### src/rtl/piso_serializer_pkg.sv
// Shared types and frame sizing for the PISO serializer.
// PISO_SERIALIZER_PARITY_EN appends an even-parity bit to every frame.
package piso_pkg;

  typedef enum logic {
    IDLE  = 1'b0,
    SHIFT = 1'b1
  } state_t;

  function automatic int unsigned frame_len(input int unsigned width);
`ifdef PISO_SERIALIZER_PARITY_EN
    return width + 1;
`else
    return width;
`endif
  endfunction

  function automatic int unsigned cnt_w(input int unsigned width);
    return $clog2(frame_len(width));
  endfunction

  localparam int unsigned DEF_WIDTH = 8;
  localparam int unsigned DEF_CNT_W = cnt_w(DEF_WIDTH);

endpackage

### src/rtl/piso_serializer_if.sv
// Load handshake and serial line of the PISO serializer.
interface piso_serializer_if #(
  parameter int unsigned WIDTH = 8
) ();

  logic [WIDTH-1:0] d;
  logic             load;
  logic             ready;
  logic             q;
  logic             frame;
  logic             last;

  modport master (output d, load, input ready, q, frame, last);
  modport slave  (input d, load, output ready, q, frame, last);

endinterface

### src/rtl/piso_serializer_bitcnt.sv
// Loadable down-counter for the bits left in a frame; tc marks the final bit.
module piso_bitcnt #(
  parameter int unsigned     CNT_W = 3,
  parameter logic [CNT_W-1:0] INIT = '1
) (
  input  logic clk,
  input  logic rst,
  input  logic ld,
  input  logic en,
  output logic tc
);

  logic [CNT_W-1:0] cnt_q;

  // Holds at zero so an idle serializer keeps the reset count.
  always_ff @(posedge clk) begin
    if (rst) begin
      cnt_q <= '0;
    end else if (ld) begin
      cnt_q <= INIT;
    end else if (en && (cnt_q != '0)) begin
      cnt_q <= cnt_q - 1'b1;
    end
  end

  assign tc = (cnt_q == '0);

endmodule

### src/rtl/piso_serializer.sv
// Parallel-in, serial-out shifter: MSB first, back-to-back frames without gaps.
// Define PISO_SERIALIZER_PARITY_EN to append an even-parity bit after the LSB.
module piso_serializer
  import piso_pkg::*;
#(
  parameter int unsigned WIDTH = 8
) (
  input logic               clk,
  input logic               rst,
  piso_serializer_if.slave  bus
);

  localparam int unsigned FL = frame_len(WIDTH);
  localparam int unsigned CW = cnt_w(WIDTH);

  state_t          state_q;
  state_t          state_d;
  logic [FL-1:0]   sr_q;
  logic [FL-1:0]   frame_word;
  logic            tc;
  logic            last_w;
  logic            accept;

  assign last_w     = (state_q == SHIFT) && tc;
  assign bus.ready  = (state_q == IDLE) || last_w;
  assign accept     = bus.load && bus.ready;
  assign bus.frame  = (state_q == SHIFT);
  assign bus.q      = sr_q[FL-1];
  assign bus.last   = last_w;

`ifdef PISO_SERIALIZER_PARITY_EN
  assign frame_word = {bus.d, ^bus.d};
`else
  assign frame_word = bus.d;
`endif

  always_ff @(posedge clk) begin
    if (rst) begin
      state_q <= IDLE;
    end else begin
      state_q <= state_d;
    end
  end

  always_comb begin
    state_d = state_q;
    unique case (state_q)
      IDLE:    if (accept) state_d = SHIFT;
      SHIFT:   if (last_w && !accept) state_d = IDLE;
      default: state_d = IDLE;
    endcase
  end

  // Zero fill leaves the register clear after a frame, so q idles low.
  always_ff @(posedge clk) begin
    if (rst) begin
      sr_q <= '0;
    end else if (accept) begin
      sr_q <= frame_word;
    end else if (state_q == SHIFT) begin
      sr_q <= {sr_q[FL-2:0], 1'b0};
    end
  end

  piso_bitcnt #(
    .CNT_W (CW),
    .INIT  (CW'(FL - 1))
  ) u_bitcnt (
    .clk (clk),
    .rst (rst),
    .ld  (accept),
    .en  (state_q == SHIFT),
    .tc  (tc)
  );

endmodule

### src/flat_wrapper.sv
// flat-port wrapper written by rule: the top's interface ports become plain ports
module piso_serializer_flat import piso_pkg::*;
#(
  parameter int unsigned WIDTH = 8
)
  (clk, rst, bus_d, bus_load, bus_ready, bus_q, bus_frame, bus_last);
  piso_serializer_if #(.WIDTH(WIDTH)) bus_i ();
  input logic clk;
  input logic rst;
  input wire logic [$bits(bus_i.d)-1:0] bus_d;
  input wire logic [$bits(bus_i.load)-1:0] bus_load;
  output wire logic [$bits(bus_i.ready)-1:0] bus_ready;
  output wire logic [$bits(bus_i.q)-1:0] bus_q;
  output wire logic [$bits(bus_i.frame)-1:0] bus_frame;
  output wire logic [$bits(bus_i.last)-1:0] bus_last;
  assign bus_i.d = bus_d;
  assign bus_i.load = bus_load;
  assign bus_ready = bus_i.ready;
  assign bus_q = bus_i.q;
  assign bus_frame = bus_i.frame;
  assign bus_last = bus_i.last;
  piso_serializer #(.WIDTH(WIDTH)) u_core (.clk(clk), .rst(rst), .bus(bus_i));
endmodule
### config.mk
export PLATFORM = sky130hd
export DESIGN_NAME = piso_serializer_flat
export DESIGN_NICKNAME = d
export VERILOG_FILES = /design/src/rtl/piso_serializer_pkg.sv /design/src/rtl/piso_serializer_if.sv /design/src/rtl/piso_serializer_bitcnt.sv /design/src/rtl/piso_serializer.sv /design/src/flat_wrapper.sv
export SDC_FILE = /design/constraint.sdc
export NUM_CORES = 1
export LEC_CHECK = 0
export ABC_AREA = 1
export BUFFER_PORTS_ARGS = -buffer_cell sky130_fd_sc_hd__buf_2
export CELL_PAD_IN_SITES_DETAIL_PLACEMENT = 0
export CELL_PAD_IN_SITES_GLOBAL_PLACEMENT = 1
export CORE_MARGIN = 2
export CORE_UTILIZATION = 29
export DETAILED_ROUTE_END_ITERATION = 10
export PLACE_DENSITY_LB_ADDON = 0.1
export SLEW_MARGIN = 10
export SYNTH_ARGS = -nofsm -noshare
export SYNTH_HDL_FRONTEND = slang
export SYNTH_SLANG_ARGS = --single-unit
export TNS_END_PERCENT = 5
### constraint.sdc
create_clock -name clk -period 1.6 [get_ports clk]
set_input_delay 0.32 -clock clk [delete_from_list [all_inputs] [get_ports clk]]
set_output_delay 0.32 -clock clk [all_outputs]
set_load 0.02 [all_outputs]
Word-level counts from Yosys, hierarchy flattened
Index checks and enable logic that the tools add are counted.
- add/subtract/negate cells: 1
- multiplexer cells: 7
- shift operators: 0
- reductions and logical operators: 10
- equality and inequality tests: 0
- div/mod/pow operators: 0
- $mul: 0
- bitwise logic cells: 1
- magnitude comparators: 0
- operators with widths (cell ; count):
    2-to-1 mux 8 bit ; 2
    2-to-1 mux 3 bit ; 2
    logical AND 1 bit ; 4
    nonzero test 2 bit ; 2
    logical NOT 3 bit ; 1
    nonzero test 3 bit ; 1
    subtractor 3 x 1 -> 3 bit, second input constant ; 1
    2-to-1 mux 1 bit ; 2
    case mux 1 bit (2 select lines) ; 1
    logical NOT 1 bit ; 1
    logical OR 1 bit ; 1
    inverter 1 bit ; 1
- input port bits: 11
- bits in writable memories: 0
- word-level logic and storage cells: 22
- memories: 0
- output and inout port bits: 4
- ROM bits: 0
- bits in latches: 0
- bits in registers: 12

Logic depth before layout (Yosys ltp)
Gate-level depths: netlist of run 1.
- depth in word-level cells: 8
- gate-level depth with buffers: 9
- depth with buffers taken out: 9

Cells and area by module
Synthesis of run 1 repeated with hierarchy kept, for this count alone.
- cells, all modules: 99
- area total of the unflattened synthesis: 676.9 um2
- modules (own cells, without submodules) (module ; cells an instance ; area an instance (um2) ; instances ; sequential area each (um2)):
    piso_serializer ; 75 ; 511.7 ; 1 ; 180.2
    piso_bitcnt ; 24 ; 165.2 ; 1 ; 60.1

Worst setup path before layout of run 1
OpenSTA, ideal clock, no wires.
- path type: register -> output
- start: register u_core.u_bitcnt.cnt_q[0]
- end: output port bus_ready
- path buffers: 1
- slack: 264 ps
- required time: 1280 ps
- data arrival time: 1016 ps
- stages on the path, launching flop included: 7
- cell sequence: dfxtp_1 inv_1 ha_1 ha_1 inv_1 nand2_4 buf_6
- longest elaborated chain between the ends: 3
- RTL lines (element ; line ; source):
    start: declaration ; piso_serializer_bitcnt.sv:13 ; logic [CNT_W-1:0] cnt_q;
    start signal: assignment ; piso_serializer_bitcnt.sv:22 ; cnt_q <= cnt_q - 1'b1;
    logical NOT 3 bit ; piso_serializer_bitcnt.sv:26 ; assign tc = (cnt_q == '0);
    logical AND 1 bit ; piso_serializer.sv:24 ; assign last_w = (state_q == SHIFT) && tc;
    logical OR 1 bit ; piso_serializer.sv:25 ; assign bus.ready = (state_q == IDLE) || last_w;
    end: declaration ; flat_wrapper.sv:12 ; output wire logic [$bits(bus_i.ready)-1:0] bus_ready;
No other way between the ends.

Worst setup path in the final report of run 1
Ends and elaborated chain as after synthesis.

==> flow_summary_export.csv, run 1 <==
group,metric,value,unit
clocking,clock-root-buffer,"clkbuf_4",
die,die_h,50.6,um
final_layout,fin_nets,121,
logic_synthesis,synth_fp_nets,105,
sta,post-route-min-period,1520,ps
clocking,cts.sink_count,12,
placed_design,place.gp.congestion,0.684,
power_and_ir_drop,combPwrFrac,23.8,%
clocking,tritoncts,"done",
sta,max_freq,657,MHz
power_and_ir_drop,p_int,541,uW
logic_synthesis,synthTopCellsByCount,"nor2_1 (16), inv_1 (15), dfxtp_1 (12), nand2_1 (12), a21oi_1 (11)",
die,die_width,50.6,um
global_routing,grt_first_pass_wirelength,2.30,mm
final_layout,finalInstanceArea,778,um^2
die,std_cell_core_area,0.00200,mm^2
critical_path,timing_worst_setup_path_type,"register to output pin",
global_routing,grt_antenna_before_repair,0,
clocking,ctsLongestPathBuffers,2,
power_and_ir_drop,power.density_cell_area,990,mW/mm^2
critical_path,path_delay_family,"flip-flops",
die,die_area,0.00256,mm^2
logic_synthesis,synth_area,629,um^2
detailed_routing,drt_pass1_iterations,4,
power_and_ir_drop,vdd_drop_max,0.000354,V
global_routing,grt.total_usage,11.8,%
logic_synthesis,ys_seq_elements,12,
detailed_routing,post_drt_wl_per_cell,9.85,um
logic_synthesis,synth_enable_flop_cells,0,
logic_synthesis,post-synth-top-area-cell,"dfxtp_1",
logic_synthesis,synth_compound_area_share,15.1,%
power_and_ir_drop,sw_frac_of_total,29.8,%
clocking,cts.reportedPaths.clkPinSlew,80,ps
logic_synthesis,synthDistinctLibCells,14,
critical_path,worst_ep_arrival_time,1200,ps
logic_synthesis,netlist_top_cells_area,"dfxtp_1 (38%), nor2_1 (9.5%), inv_1 (8.9%)",
detailed_routing,detail_route.iter0.violations,13,
global_routing,first_global_vias,532,
sta,slew_headroom,79.3,%
logic_synthesis,synth-adder-area-share,3.98,%
die,fp-row-count,16,
detailed_routing,dr_total_vias,586,
logic_synthesis,post_synth_mux_area_share,0,%
worst_hold_path,timing.hold.worst.class,"primary input to register",
power_and_ir_drop,p_leak,0.383,nW
logic_synthesis,proportion_of_synthesized_chip_area_in_sequential_cells,38.2,%
critical_path,crit_path_cell_trace,"inv_2 -> ha_4 -> ha_4 -> inv_2 -> nand2_4 -> buf_6",
placed_design,port_buffers,14,
critical_path,cp_num_buf_inv,3,
logic_synthesis,synth.most_common_cell,"nor2_1",
logic_synthesis,synth_async_sr_flop_share,0,%
logic_synthesis,synth_warnings,0,
power_and_ir_drop,portion_of_total_power_attributed_to_the_clock_network,31.9,%
logic_synthesis,combinational_family_with_the_most_area_after_synthesis,"simple AND/OR/NAND/NOR gates",
logic_synthesis,synth-xor-area-share,0,%
placed_design,post_dp_hpwl,902,um
run_status,run_status,"finished clean",
critical_path,crit_path_start_kind,"register",
detailed_routing,routed_wirelength,1.32,mm
logic_synthesis,yosys.area_share.simple,26.6,%
sta,post-route-period-util,95.1,%
die,initial_core_util,31.4,%
sta,finalSetupViolCount,0,
logic_synthesis,syn-instance-count,92,
final_layout,synthToLayoutAreaGrowth,23.7,%
placed_design,dpl-instance-area,692,um^2
final_layout,share_of_final_layout_standard_cells_stronger_than_drive_strength_1,28.0,%
critical_path,worst_setup_path_end_kind,"output pin",
sta,worst-slew-pin-transition,311,ps
flow_run,max_cap_violation_count,0,
critical_path,slowest_cp_cell,"dfxtp_2",
clocking,htree_levels,1,
global_routing,grt_start_max_net_pins,18,
final_layout,diodes,0,
critical_path,required,1280,ps
sta,slew_viol_final,0,
global_routing,globalRouteOverflowTotal,0,
sta,clock_skew,1.37,ps
detailed_routing,avgViaCountPerCell,4.37,
critical_path,cp_slowest_stage_delay,330,ps
clocking,clk-insertion-delay-late,270,ps
logic_synthesis,ys_dominant_reg_cell,"dfxtp_1",
logic_synthesis,postSynthAreaPerCell,6.84,um^2
logic_synthesis,post-synth-top-area-fraction,38.2,%
power_and_ir_drop,seq_power_share,44.3,%
detailed_routing,ant_nets,0,
critical_path,critical_path.max_fanout,3,
sta,setup_repair_after_global_routing_missed_its_margin,"no",
detailed_routing,drcViolationCount,0,
die,pin_count,15,
power_and_ir_drop,power.switching,229,uW
sta,final.setup.tns,0,ps
sta,hold_violations,0,
critical_path,reg_to_reg_setup_timing_slack,220,ps
clocking,total_clock_buffers_created_by_cts,3,
==> cells by family after synthesis <==
logic type | Yosys count
buffers and inverters | 20
flip-flops | 12
adder cells (fa/ha/maj) | 2
AO/OA/AOI/OAI | 19
AND/OR/NAND/NOR | 39
==> power groups by stage <==
| stage | Clock, mW | Combinational [mW] | Sequential (mW) |
|---|---|---|---|
| after floorplan | 0 | 0.121 | 0.350 |
| after global placement | 0 | 0.158 | 0.346 |
| after detailed placement | 0 | 0.156 | 0.346 |
| after CTS | 0.260 | 0.168 | 0.339 |
| after global routing | 0.271 | 0.212 | 0.344 |
| final | 0.246 | 0.183 | 0.341 |
==> path summary, 6_finish.rpt <==
path | endpoint | start | cells after the start
worst max-delay path | bus_ready | u_core.u_bitcnt.cnt_q[0] | 6
worst min-delay path | u_core.sr_q[0] | rst | 2
worst max register to register | u_core.u_bitcnt.cnt_q[2] | u_core.u_bitcnt.cnt_q[0] | 9
worst min register to register | u_core.u_bitcnt.cnt_q[1] | u_core.u_bitcnt.cnt_q[1] | 2
==> through the flow <==
step / cells / hold slack (ps) / setup WS, ps / total power [mW] / util, %
after floorplan: 92 / 389 / 264 / 0.471 / -
after global placement: 129 / 454 / 157 / 0.504 / 34.6
after detailed placement: 129 / 449 / 140 / 0.502 / 34.6
after CTS: 134 / 214 / 5.95 / 0.767 / 37.3
after global routing: 134 / 213 / 19.7 / 0.827 / 38.9
final: 134 / 227 / 78.7 / 0.770 / 38.9
==> cells in the final DEF, fill, tap and decap left out <==
master | Yosys | final
buf_2 | 0 | 12
nand2_4 | 1 | 1
dfxtp_1 | 12 | 10
o21ai_1 | 7 | 7
nor2_1 | 16 | 15
dfxtp_2 | 0 | 2
inv_2 | 1 | 4
nand3_1 | 9 | 9
buf_4 | 1 | 1
buf_6 | 3 | 2
nand2_1 | 12 | 12
inv_1 | 15 | 12
nor2_2 | 0 | 1
clkbuf_8 | 0 | 1
a21oi_1 | 11 | 11
o21ai_0 | 1 | 1
nand2_2 | 1 | 1
clkbuf_4 | 0 | 3
ha_4 | 0 | 2
==> layout make-up <==
cell class                 count  area, um^2
fill                         230        1220
sequential                    12         243
timing repair buffer          15        90.1
tap                           27        33.8
inverter                      16        60.1
multi-input combinational     60         315
clock buffer                   4        36.3
==> timing repair <==
| item | CTS | global route |
|---|---|---|
| endpoints found under the setup margin | 2 | 6 |
| pin swaps | 1 | 0 |
| resized for setup | 5 | 9 |
| hold buffers | 0 | 0 |
| buffers inserted | 1 | 0 |
==> layer usage <==
| metal | vias to the layer above | share of wire (%) | global-route usage (%) |
|---|---|---|---|
| li1 | 320 | - | - |
| met1 | 249 | 53 | 15.6 |
| met2 | 17 | 42 | 18.2 |
| met3 | 0 | 5.2 | 2.68 |
| met4 | 0 | 0 | 5.41 |
| met5 | - | 0 | 0 |
==> worst reg2reg max path, cell delays in order, from the launching register on <==
cell and delay, ps:
dfxtp_2 320, inv_2 80, ha_4 140, ha_4 120, inv_2 40, nand2_4 70
buf_6 160, inv_1 90, nor2_2 160, a21oi_1 90
==> registers in the layout, summed over array words and instances (netlist names) <==
name,cells
u_core.bus.frame,1
u_core.sr_q,8
u_core.u_bitcnt.cnt_q,3
Note: power is estimated with default switching activity, not from simulation.
==> inputs of run 2 (changes only) <==
PLACE_DENSITY = 0.62   (was not set)
PLACE_DENSITY_LB_ADDON = not set   (was 0.1)
==> flow_summary_export.csv, run 2 (synthesis results as in run 1) <==
group,metric,value,unit
flow_run,max_cap_violation_count,0,
global_routing,grt_start_max_net_pins,18,
global_routing,grt_first_pass_wirelength,2.24,mm
sta,finalSetupViolCount,0,
global_routing,grt.total_usage,11.9,%
critical_path,cp_slowest_stage_delay,330,ps
global_routing,grt_antenna_before_repair,0,
run_status,run_status,"finished clean",
critical_path,crit_path_cell_trace,"inv_2 -> ha_2 -> ha_4 -> inv_4 -> nand2_4 -> buf_6",
power_and_ir_drop,vdd_drop_max,0.000462,V
detailed_routing,routed_wirelength,1.29,mm
critical_path,timing_worst_setup_path_type,"register to output pin",
final_layout,synthToLayoutAreaGrowth,22.5,%
clocking,cts.sink_count,12,
critical_path,r2r.worst_path.cells,9,
sta,slew_viol_final,0,
critical_path,required,1280,ps
worst_hold_path,timing.hold.worst.class,"primary input to register",
sta,post-route-period-util,96.7,%
global_routing,globalRouteOverflowTotal,0,
detailed_routing,drcViolationCount,0,
critical_path,crit_path_start_kind,"register",
final_layout,filler_cell_count,230,
die,die_width,50.6,um
final_layout,diodes,0,
critical_path,worst_setup_path_end_kind,"output pin",
global_routing,first_global_vias,532,
final_layout,layout.cells.most_common,"nor2_1",
sta,postLayoutSetupSlackWorst,53.3,ps
sta,hold_violations,0,
sta,slew_headroom,79.1,%
power_and_ir_drop,p_leak,0.381,nW
placed_design,post_dp_hpwl,884,um
die,die_area,0.00256,mm^2
worst_hold_path,hold_path_origin,"rst",
clocking,total_clock_buffers_created_by_cts,3,
sta,clock_skew,5.48,ps
critical_path,regToRegStartpoint,"u_core.u_bitcnt.cnt_q[0]",
clocking,clock-root-buffer,"clkbuf_4",
worst_hold_path,worst_hold_path.num_cells,2,
sta,post-route-min-period,1550,ps
critical_path,critical_path.max_fanout,3,
clocking,tritoncts,"done",
detailed_routing,post_drt_wl_per_cell,9.60,um
final_layout,fin_nets,121,
worst_hold_path,min_to,"u_core.sr_q[0]",
sta,final.setup.tns,0,ps
die,initial_core_util,31.4,%
power_and_ir_drop,power.density_cell_area,999,mW/mm^2
clocking,htree_levels,1,
die,pin_count,15,
final_layout,largest_register_ffs,8,
final_layout,share_of_final_layout_standard_cells_stronger_than_drive_strength_1,28.0,%
detailed_routing,avgViaCountPerCell,4.32,
detailed_routing,ant_nets,0,
placed_design,dpl_worst_slack,135,ps
sta,finalHoldWorstSlack,226,ps
critical_path,worstReg2RegEnd,"u_core.u_bitcnt.cnt_q[0]",
sta,worst-slew-pin-transition,313,ps
final_layout,layout_common_cells,"nor2_1 (15), nand2_1 (12), inv_1 (12), buf_2 (12), a21oi_1 (11)",
critical_path,slowest_cp_cell,"dfxtp_2",
die,std_cell_core_area,0.00200,mm^2
sta,max_freq,647,MHz
final_layout,register_with_the_highest_flop_count,"u_core.sr_q",
clocking,ctsLongestPathBuffers,2,
die,fp-row-count,16,
die,die_h,50.6,um
clocking,cts.reportedPaths.clkPinSlew,80,ps
critical_path,reg_to_reg_setup_timing_slack,130,ps
power_and_ir_drop,overall_power_of_the_completed_layout,770,uW
critical_path,worst_ep_arrival_time,1230,ps
detailed_routing,drt_pass1_iterations,4,
clocking,post_cts_hold_buffer_count,0,
clocking,clk-insertion-delay-late,280,ps
placed_design,port_buffers,14,
detailed_routing,detail_route.iter0.violations,8,
detailed_routing,dr_total_vias,579,
placed_design,place.gp.congestion,0.688,
## run 2: cell types whose count changed in the layout (fill, tap and decap cells not counted)
cell | previous run | this run
ha_2 | 0 | 1
ha_4 | 2 | 1
inv_2 | 4 | 3
inv_4 | 0 | 1
## run 2: power breakdown
group	internal (mW)	leakage (nW)	switching [mW]
registers	0.328	0.100	0.0138
logic	0.0731	0.260	0.105
clock network	0.138	0.0210	0.111
## run 2: layout make-up
type / count / area (um^2) / area share, %
multi-input cells: 60 / 305 / 39.6
well taps: 27 / 33.8 / 4.38
inverters: 16 / 62.6 / 8.12
clock buffers: 4 / 36.3 / 4.71
repair buffers: 15 / 90.1 / 11.7
flip-flops and latches: 12 / 243 / 31.5
## run 2: timing repair
action                                  in CTS  in global routing
setup buffers                                1                  0
pin swaps                                    1                  2
gates resized for setup                      5                  9
endpoints found under the setup margin       1                  6
## run 2: per-stage QoR
step | std cells | instance area (um^2) | util (%)
floorplan | 92 | 629 | -
global placement | 129 | 692 | 34.6
detailed placement | 129 | 692 | 34.6
CTS | 134 | 747 | 37.3
global route | 134 | 771 | 38.5
finish | 134 | 771 | 38.5
## run 2: routing by layer
layer | vias up | global-route usage [%] | wire length, um
met5 | - | 0 | 0
met4 | 0 | 4.05 | 12
met3 | 2 | 5.36 | 69
met2 | 11 | 18.2 | 604
met1 | 249 | 14.7 | 600
li1 | 317 | - | -
## run 2: worst max-delay path, delay by kind of cell, from the launching register on
kind | cells | cell delay (ps)
AND/OR/NAND/NOR | 1 | 50
adder cells (fa/ha/maj) | 2 | 350
flip-flops | 1 | 330
buffers and inverters | 3 | 220
## run 2: worst max path at each step
stage | start | end | depth (start not counted) | slack [ps]
floorplan | u_core.u_bitcnt.cnt_q[0] | bus_ready | 6 | 260
global placement | u_core.u_bitcnt.cnt_q[0] | bus_ready | 6 | 160
detailed placement | u_core.u_bitcnt.cnt_q[0] | bus_ready | 6 | 140
CTS | u_core.u_bitcnt.cnt_q[0] | bus_last | 6 | 20
global route | u_core.u_bitcnt.cnt_q[0] | bus_last | 6 | -10
finish | u_core.u_bitcnt.cnt_q[0] | bus_ready | 6 | 50
==> inputs of run 3 (changes only) <==
CELL_PAD_IN_SITES_DETAIL_PLACEMENT = not set   (was 0)
CELL_PAD_IN_SITES_GLOBAL_PLACEMENT = not set   (was 1)
PLACE_DENSITY = 0.46   (was 0.62)
==> flow_summary_export.csv, run 3 (synthesis results as in run 1) <==
group,metric,value,unit
run_status,run_status,"finished clean",
sta,finalHoldWorstSlack,214,ps
global_routing,first_global_vias,472,
sta,post-route-period-util,97.4,%
die,std_cell_core_area,0.00200,mm^2
final_layout,layout.cells.most_common,"nor2_1",
sta,post-route-min-period,1560,ps
final_layout,diodes,0,
clocking,tritoncts,"done",
sta,setup_repair_after_global_routing_missed_its_margin,"yes",
detailed_routing,post_drt_wl_per_cell,9.48,um
power_and_ir_drop,vdd_drop_max,0.000403,V
final_layout,layout_common_cells,"nor2_1 (15), inv_1 (13), nand2_1 (12), buf_2 (12), dfxtp_1 (12)",
critical_path,required,1280,ps
worst_hold_path,timing.hold.worst.class,"primary input to register",
worst_hold_path,hold_path_origin,"rst",
final_layout,filler_cell_count,230,
critical_path,r2r.worst_path.cells,9,
detailed_routing,routed_wirelength,1.28,mm
critical_path,cp_num_buf_inv,3,
clocking,cts.sink_count,12,
detailed_routing,ant_nets,0,
final_layout,share_of_final_layout_standard_cells_stronger_than_drive_strength_1,25.9,%
power_and_ir_drop,power.density_cell_area,992,mW/mm^2
sta,final.setup.tns,0,ps
critical_path,worstReg2RegEnd,"u_core.u_bitcnt.cnt_q[1]",
final_layout,seq_cell_area,240,um^2
clocking,clock-root-buffer,"clkbuf_4",
die,initial_core_util,31.4,%
final_layout,finalInstanceArea,764,um^2
sta,slew_headroom,79.9,%
critical_path,crit_path_start_kind,"register",
worst_hold_path,worst_hold_path.num_cells,2,
critical_path,reg_to_reg_setup_timing_slack,150,ps
final_layout,multi_input_comb_area,300,um^2
global_routing,grt_first_pass_wirelength,2.15,mm
placed_design,post_dp_hpwl,868,um
worst_hold_path,min_to,"u_core.sr_q[0]",
placed_design,port_buffers,14,
clocking,clk-insertion-delay-late,280,ps
die,die_area,0.00256,mm^2
final_layout,fin_nets,122,
detailed_routing,avgViaCountPerCell,4.33,
sta,worst-slew-pin-transition,301,ps
critical_path,worst_ep_arrival_time,1240,ps
detailed_routing,drt_pass1_iterations,4,
critical_path,regToRegStartpoint,"u_core.u_bitcnt.cnt_q[0]",
critical_path,slowest_cp_cell,"dfxtp_1",
critical_path,timing_worst_setup_path_type,"register to output pin",
flow_run,max_cap_violation_count,0,
global_routing,grt.total_usage,11.3,%
sta,max_freq,642,MHz
critical_path,critical_path.max_fanout,3,
sta,slew_viol_final,0,
clocking,total_clock_buffers_created_by_cts,3,
detailed_routing,drcViolationCount,0,
die,die_width,50.6,um
final_layout,register_with_the_highest_flop_count,"u_core.sr_q",
global_routing,globalRouteOverflowTotal,0,
sta,finalSetupViolCount,0,
final_layout,synthToLayoutAreaGrowth,21.5,%
final_layout,largest_register_ffs,8,
global_routing,grt_antenna_before_repair,0,
clocking,cts.reportedPaths.clkPinSlew,90,ps
die,die_h,50.6,um
sta,hold_violations,0,
detailed_routing,detail_route.iter0.violations,10,
die,pin_count,15,
critical_path,worst_setup_path_end_kind,"output pin",
die,fp-row-count,16,
global_routing,grt_start_max_net_pins,18,
detailed_routing,dr_total_vias,585,
critical_path,crit_path_cell_trace,"inv_2 -> ha_2 -> ha_2 -> inv_2 -> nand2_4 -> buf_6",
critical_path,cp_slowest_stage_delay,330,ps
critical_path,path_delay_family,"adder cells",
placed_design,place.gp.congestion,0.768,
placed_design,dpl-instance-area,699,um^2
clocking,htree_levels,1,
sta,clock_skew,10.6,ps
clocking,ctsLongestPathBuffers,2,
final_layout,final_core_util,38.2,%
power_and_ir_drop,p_leak,0.384,nW
[run 3: final cells by class]
cell class / count / area share (%)
multi-input cells: 60 / 39.3
flip-flops and latches: 12 / 31.4
repair buffers: 16 / 12.3
inverters: 16 / 7.86
clock buffers: 4 / 4.75
well taps: 27 / 4.42
[run 3: how the worst max path moves through the flow]
stage | startpoint | endpoint | slack (ps) | depth (start not counted)
final | u_core.u_bitcnt.cnt_q[0] | bus_ready | 40 | 6
after CTS | u_core.u_bitcnt.cnt_q[0] | bus_last | 2 | 6
after floorplan | u_core.u_bitcnt.cnt_q[0] | bus_ready | 260 | 6
after global routing | u_core.u_bitcnt.cnt_q[1] | bus_ready | -30 | 6
after detailed placement | u_core.u_bitcnt.cnt_q[0] | u_core.u_bitcnt.cnt_q[0] | 130 | 8
after global placement | u_core.u_bitcnt.cnt_q[0] | bus_ready | 170 | 6
[run 3: power breakdown]
group | internal [mW] | switching [mW]
sequential | 0.327 | 0.0138
combinational | 0.0682 | 0.103
clock | 0.138 | 0.109
[run 3: metal layers]
layer | vias up | GRT usage, % | part of all wire, %
met5 | - | 0 | 0
met4 | 0 | 6.76 | 0
met3 | 0 | 2.98 | 4.1
met2 | 9 | 15.1 | 42
met1 | 255 | 16.0 | 54
li1 | 321 | - | -
[run 3: metrics by stage]
| step | std cells | total power [mW] | setup slack (ps) |
|---|---|---|---|
| after floorplan | 92 | 0.471 | 264 |
| after global placement | 130 | 0.502 | 170 |
| after detailed placement | 130 | 0.503 | 130 |
| after CTS | 135 | 0.770 | 1.99 |
| after global routing | 135 | 0.819 | -30.4 |
| final | 135 | 0.759 | 41.6 |
[run 3: what timing repair did]
action / in CTS / in global routing
setup buffers: 1 / 0
setup endpoints to repair: 2 / 6
hold buffers: 0 / 0
gates resized for setup: 6 / 3
[run 3: worst register-to-register path, cell delays in order (launching register included)]
cell,delay (ps)
dfxtp_1,320
inv_2,60
ha_2,160
ha_2,170
inv_2,40
nand2_4,60
buf_4,210
inv_1,120
nor2_4,130
a21oi_1,80
